## src/rtl/fifo_arb_pkg.sv

```systemverilog
// Shared types and the round-robin search used by the async-FIFO write-port arbiter.
package fifo_arb_pkg;

  localparam int unsigned STATS_W = 16;
  localparam int unsigned MAX_REQ = 16;
  localparam int unsigned MAX_IW  = 4;

  typedef enum logic {IDLE, LOCK} arb_state_e;

  // First set bit of valid at or after ptr, wrapping modulo nreq; returns ptr when none set.
  function automatic logic [MAX_IW-1:0] rr_pick(input logic [MAX_REQ-1:0] valid,
                                                input logic [MAX_IW-1:0]  ptr,
                                                input int unsigned        nreq);
    logic [MAX_IW-1:0] idx;
    logic              found;
    int unsigned       j;
    idx   = ptr;
    found = 1'b0;
    for (int unsigned k = 0; k < MAX_REQ; k++) begin
      j = 32'(ptr) + k;
      if (j >= nreq) j = j - nreq;
      if ((k < nreq) && !found && valid[MAX_IW'(j)]) begin
        idx   = MAX_IW'(j);
        found = 1'b1;
      end
    end
    return idx;
  endfunction

endpackage

```

## src/rtl/rr_pick_arb.sv

```systemverilog
// Combinational round-robin priority search: lowest valid index at or after ptr.
module rr_pick_arb
  import fifo_arb_pkg::*;
#(
  parameter int unsigned NREQ = 4,
  parameter int unsigned IW   = $clog2(NREQ)
) (
  input  logic [NREQ-1:0] valid,
  input  logic [IW-1:0]   ptr,
  output logic [IW-1:0]   idx,
  output logic            any
);

  always_comb begin
    idx = IW'(rr_pick(MAX_REQ'(valid), MAX_IW'(ptr), NREQ));
    any = |valid;
  end

endmodule

```

## src/rtl/fifo_wr_arbiter.sv

```systemverilog
// Packet-atomic round-robin arbiter sharing one async-FIFO write port among NREQ requesters.
// Define FIFO_WR_ARB_STATS_EN to add per-requester beat counters and a wfull stall counter.
module fifo_wr_arbiter
  import fifo_arb_pkg::*;
#(
  parameter  int unsigned NREQ = 4,
  parameter  int unsigned DW   = 32,
  localparam int unsigned IW   = $clog2(NREQ)
) (
  input  logic               wclk,
  input  logic               wrst_n,
  input  logic [NREQ-1:0]    req_valid,
  input  logic [NREQ*DW-1:0] req_data,
  input  logic [NREQ-1:0]    req_last,
  output logic [NREQ-1:0]    req_ready,
  input  logic               wfull,
  output logic               push,
  output logic [DW-1:0]      wdata,
  output logic [IW-1:0]      gnt_id,
  output logic               busy
`ifdef FIFO_WR_ARB_STATS_EN
  ,
  output logic [NREQ*STATS_W-1:0] beat_cnt,
  output logic [STATS_W-1:0]      stall_cnt
`endif
);

  arb_state_e    state;
  logic [IW-1:0] rr_ptr;
  logic [IW-1:0] pick_idx;
  logic          pick_any;
  logic          owner_valid;
  logic          owner_last;

  rr_pick_arb #(.NREQ(NREQ), .IW(IW)) u_pick (
    .valid (req_valid),
    .ptr   (rr_ptr),
    .idx   (pick_idx),
    .any   (pick_any)
  );

  // Write-side handshake is combinational off the registered owner so a beat moves the cycle wfull drops.
  always_comb begin
    req_ready   = '0;
    push        = 1'b0;
    owner_valid = req_valid[gnt_id];
    owner_last  = req_last[gnt_id];
    wdata       = req_data[gnt_id*DW +: DW];
    if (state == LOCK) begin
      req_ready[gnt_id] = !wfull;
      push              = owner_valid && !wfull;
    end
  end

  always_ff @(posedge wclk or negedge wrst_n) begin
    if (!wrst_n) begin
      state  <= IDLE;
      rr_ptr <= '0;
      gnt_id <= '0;
      busy   <= 1'b0;
    end else begin
      case (state)
        IDLE: begin
          if (pick_any) begin
            gnt_id <= pick_idx;
            busy   <= 1'b1;
            state  <= LOCK;
          end
        end
        LOCK: begin
          if (push && owner_last) begin
            state  <= IDLE;
            busy   <= 1'b0;
            rr_ptr <= (gnt_id == IW'(NREQ-1)) ? '0 : gnt_id + IW'(1);
          end
        end
        default: state <= IDLE;
      endcase
    end
  end

`ifdef FIFO_WR_ARB_STATS_EN
  // Beat counters wrap; the stall counter saturates so long stalls stay visible.
  always_ff @(posedge wclk or negedge wrst_n) begin
    if (!wrst_n) begin
      beat_cnt  <= '0;
      stall_cnt <= '0;
    end else begin
      if (push)
        beat_cnt[gnt_id*STATS_W +: STATS_W] <= beat_cnt[gnt_id*STATS_W +: STATS_W] + STATS_W'(1);
      if ((state == LOCK) && owner_valid && wfull && (stall_cnt != '1))
        stall_cnt <= stall_cnt + STATS_W'(1);
    end
  end
`else
  // Statistics counters are not built in this configuration.
`endif

endmodule

```

## config.mk

```make
export PLATFORM = sky130hd
export DESIGN_NAME = fifo_wr_arbiter
export DESIGN_NICKNAME = d
export VERILOG_FILES = /design/src/rtl/fifo_arb_pkg.sv /design/src/rtl/rr_pick_arb.sv /design/src/rtl/fifo_wr_arbiter.sv
export SDC_FILE = /design/constraint.sdc
export NUM_CORES = 1
export LEC_CHECK = 0
export CAP_MARGIN = 20
export CORE_MARGIN = 2
export CORE_UTILIZATION = 27
export CTS_BUF_LIST = sky130_fd_sc_hd__clkbuf_4
export CTS_CLUSTER_SIZE = 14
export DETAILED_ROUTE_END_ITERATION = 8
export PLACE_DENSITY_LB_ADDON = 0.12
export SLEW_MARGIN = 30
export SYNTH_ARGS = -nofsm -noshare
export SYNTH_HDL_FRONTEND = slang
export SYNTH_SLANG_ARGS = --single-unit
export TNS_END_PERCENT = 10
```

## constraint.sdc

```tcl
create_clock -name wclk -period 2.4 [get_ports wclk]
set_input_delay 0.48 -clock wclk [delete_from_list [all_inputs] [get_ports wclk]]
set_output_delay 0.48 -clock wclk [all_outputs]
set_load 0.02 [all_outputs]
```

==> summary.md <==
| Metric | Value |
|---|---|
| CP max-delay cell | clkdlybuf4s50_1 |
| RSZ-0062 raised after global routing | no |
| Power per cell area | 866 nW/um2 |
| Final Power | 2.94 mW |
| Initial Util | 0.280 |
| GR Layer Usage met2 | 0.463 |
| DR iter-0 viols | 33 |
| Wire per inst | 21.1 um |
| Detail Route Antenna Nets | 0 |
| Max-slew headroom | 0.735 |
| Flop-to-flop setup slack | ~0.15 ns |
| Setup-failing EPs final | 0 |
| Leading area contributor after synthesis | mux4_2 |
| GPL Wtd Cong | 0.763 |
| R2R cell count | 7 |
| Bufs and invs on worst path | 3 |
| CP Cell Sequence | buf_12 -> inv_1 -> ha_1 -> and2_1 -> clkdlybuf4s50_1 |
| Seq/Total Area, Yosys | 0.104 |
| Via density | 5.09 |
| Row Count | 26 |
| Reg area | about 150 um2 |
| Outcome | complete, no violations |
| CP required | 1.92 ns |
| YS warnings | 0 |
| Worst path top cell family by delay | buffers and inverters |
| Area of the multi-input gates | 1230 um2 |
| Mapped Area | 1440 um2 |
| R2R Path Start | rr_ptr[1] |
| Max Fclk | 431 MHz |
| Final Hold Viols | 0 |
| Skew final | ~0.00051 ns |
| Die W | approximately 77 um |
| Hold Buf Count CTS | 0 |
| DR DRC count | 0 |
| Pin count of the biggest net entering global routing | 25 |
| Synth Flop Type | dfrtp_1 |
| Final worst-path cycle share | 0.966 |
| Mean post-synth cell area | 13.2 um2 |
| Worst Setup End Kind | output port |
| Final WL | 7640 um |
| Global-route wire length before repair | about 11000 um |
| Post-synth top cells | mux4_2, ha_1, nand2_1 |
| Leak Pwr | 1.36 nW |
| Worst setup SP type | flop |
| Top-count cell post-synth | mux4_2 |
| Number of global-route vias before repair | 1912 |
| Post-Syn Nets | 256 |
| CP max stage delay | slightly above 0.6 ns |
| Flop and latch count out of synthesis | 6 |
| GR peak layer | met2 |
| Final Slew Violations | 0 |
| GRT Total Usage | 0.246 |
| Core Util, Final | 0.660 |
| Post-CTS Setup Bufs | 0 |
| CTS sink count | 6 |
| Die area | 5940 um2 |
| Total grt overflow | 0 |
| DP Wirelength | around 6400 um |
| Nets@finish | 440 |
| Worst flop-to-flop path endpoint | gnt_id[1] |
| Clock Latency Late Sink | 0.25 ns |
| Core Box Area | 5140 um2 |
| Slew of the pin with the lowest slew margin | 0.394 ns |
| # fillers | 451 |
| Chip height | 77.1 um |
| Grt met1 use | 0.264 |
| Critical path peak fanout | 23 |
| I/O Pins | 179 |
| CTS tree | built |
| Root Driver | clkbuf_4 |
| H-tree depth | 1 |
| GR Util met3 | 0.0882 |
| Num CTS Buffers | 3 |
| Clock-pin transition on the worst setup and hold timing paths | 0.05 ns |
| Min-Delay Path Class | in -> async |
| CP Data Arrival Time | 1.84 ns |
| Via count | 1841 |
| I/O Buffers | 178 |
| Post-route minimum period | around 2.3 ns |
| Post-synth EDFFs | 0 |
| Max rail drop VDD | 0.774 mV |
| Yosys top cell area share | 0.547 |
| Synth Instances | 109 |
| Initial antenna violation count | 0 |
| Top post-synthesis cells by area | mux4_2, dfrtp_1, ha_1, and2_1, mux2_2 |
| Post-synthesis cell type count | 33 |
| Max_cap viols | 0 |
| Async set or reset register ratio after synthesis | 1.00 |
| ANT cells | 0 |
| Layout area overhead | 135% |
| Share of layout cells above drive strength 1 | 0.223 |
| Clock tree buffer depth | 2 |
| Pre-antenna DRT Iters | 4 |
| Crit Path Class | reg -> out |
[final cells by class]
cell class                      instances  area share
Timing Repair Buffer                  189       0.553
Multi-Input combinational cell         89       0.364
Sequential cell                         6      0.0446
Tap cell                               70      0.0258
Inverter                                4     0.00442
Clock buffer                            4     0.00885
[cells by family (layout without fill, tap and decap cells)]
| group | Yosys count | in the layout | synth area share |
|---|---|---|---|
| buffers and inverters | 14 | 197 | 0.0469 |
| muxes | 42 | 42 | 0.613 |
| adders and majority gates | 8 | 8 | 0.0694 |
| and+or+nand+nor | 30 | 30 | 0.117 |
| DFF | 6 | 6 | 0.104 |
| AOI/OAI and AO/OA | 9 | 9 | 0.0495 |
[worst max-delay path by stage]
stage                         endpoint          from  slack [ns]  cells after the start
after floorplan               wdata[0]     gnt_id[0]        0.29                      3
after global placement            push  req_valid[3]       -0.22                      4
after detailed placement          push  req_valid[3]       -0.23                      4
after CTS                 req_ready[2]     gnt_id[0]       0.003                      5
after global routing      req_ready[1]     gnt_id[1]       0.009                      5
final                     req_ready[1]     gnt_id[1]        0.08                      5
[registers in the layout (all words and copies together), names as in the netlist]
name / cells
rr_ptr: 2
busy: 1
state: 1
gnt_id: 2
[cell usage in the layout, fill, tap and decap left out, drive strengths merged]
master         Yosys  final
mux2               4      4
nand3              5      5
and2               6      6
a21oi              1      1
or2                1      1
nor4               1      1
clkbuf             5      6
o21ai              1      1
nand2b             1      1
a2111o             1      1
nor3b              1      1
mux4              36     36
buf                5     12
mux2i              2      2
ha                 8      8
dlymetal6s2s       0      2
and3               1      1
nor2b              1      1
dfrtp              6      6
a22oi              1      1
inv                4      4
nor2               4      4
o21ba              1      1
clkdlybuf4s50      0    142
nor3               1      1
dlygate4sd2        0     31
o311ai             1      1
nand2              8      8
o31ai              1      1
a311oi             1      1
o21a               1      1
[where the power goes]
part | switching [mW] | total, mW | internal, mW
registers | 0.0768 | 0.226 | 0.149
clock network | 0.0437 | 0.118 | 0.0747
logic | 1.25 | 2.60 | 1.34
[routing by layer]
layer,part of all wire,vias up
li1,-,829
met2,0.55,87
met3,0.092,9
met5,0,-
met4,0.013,0
met1,0.35,916
[per-stage QoR]
step / cells / hold WS, ns / setup TNS, ns / worst slack [ns] / cell area [um2]
6_report: 362 / 0.469 / 0 / 0.0816 / 3390
5_1_grt: 362 / 0.478 / 0 / 0.00859 / 3390
4_1_cts: 361 / 0.474 / 0 / 0.00252 / 3360
3_5_place_dp: 357 / 0.470 / -0.375 / -0.226 / 3370
3_3_place_gp: 357 / 0.461 / -0.227 / -0.218 / 3370
2_1_floorplan: 109 / 0.184 / 0 / 0.290 / 1440
[repair_timing]
action	4_1_cts	5_1_grt
pin swaps	0	0
cloned	0	1
setup endpoints to repair	32	5
resized for setup	33	5
[worst register-to-register path: cells and delay by family (launching register included)]
kind,cells,cell delay [ns]
buf+inv,1,0.14
mux,1,0.37
fa+ha+maj,1,0.44
simple gates,2,0.30
compound gates,2,0.43
flops,1,0.46
Note: power is estimated with default switching activity, not from simulation.
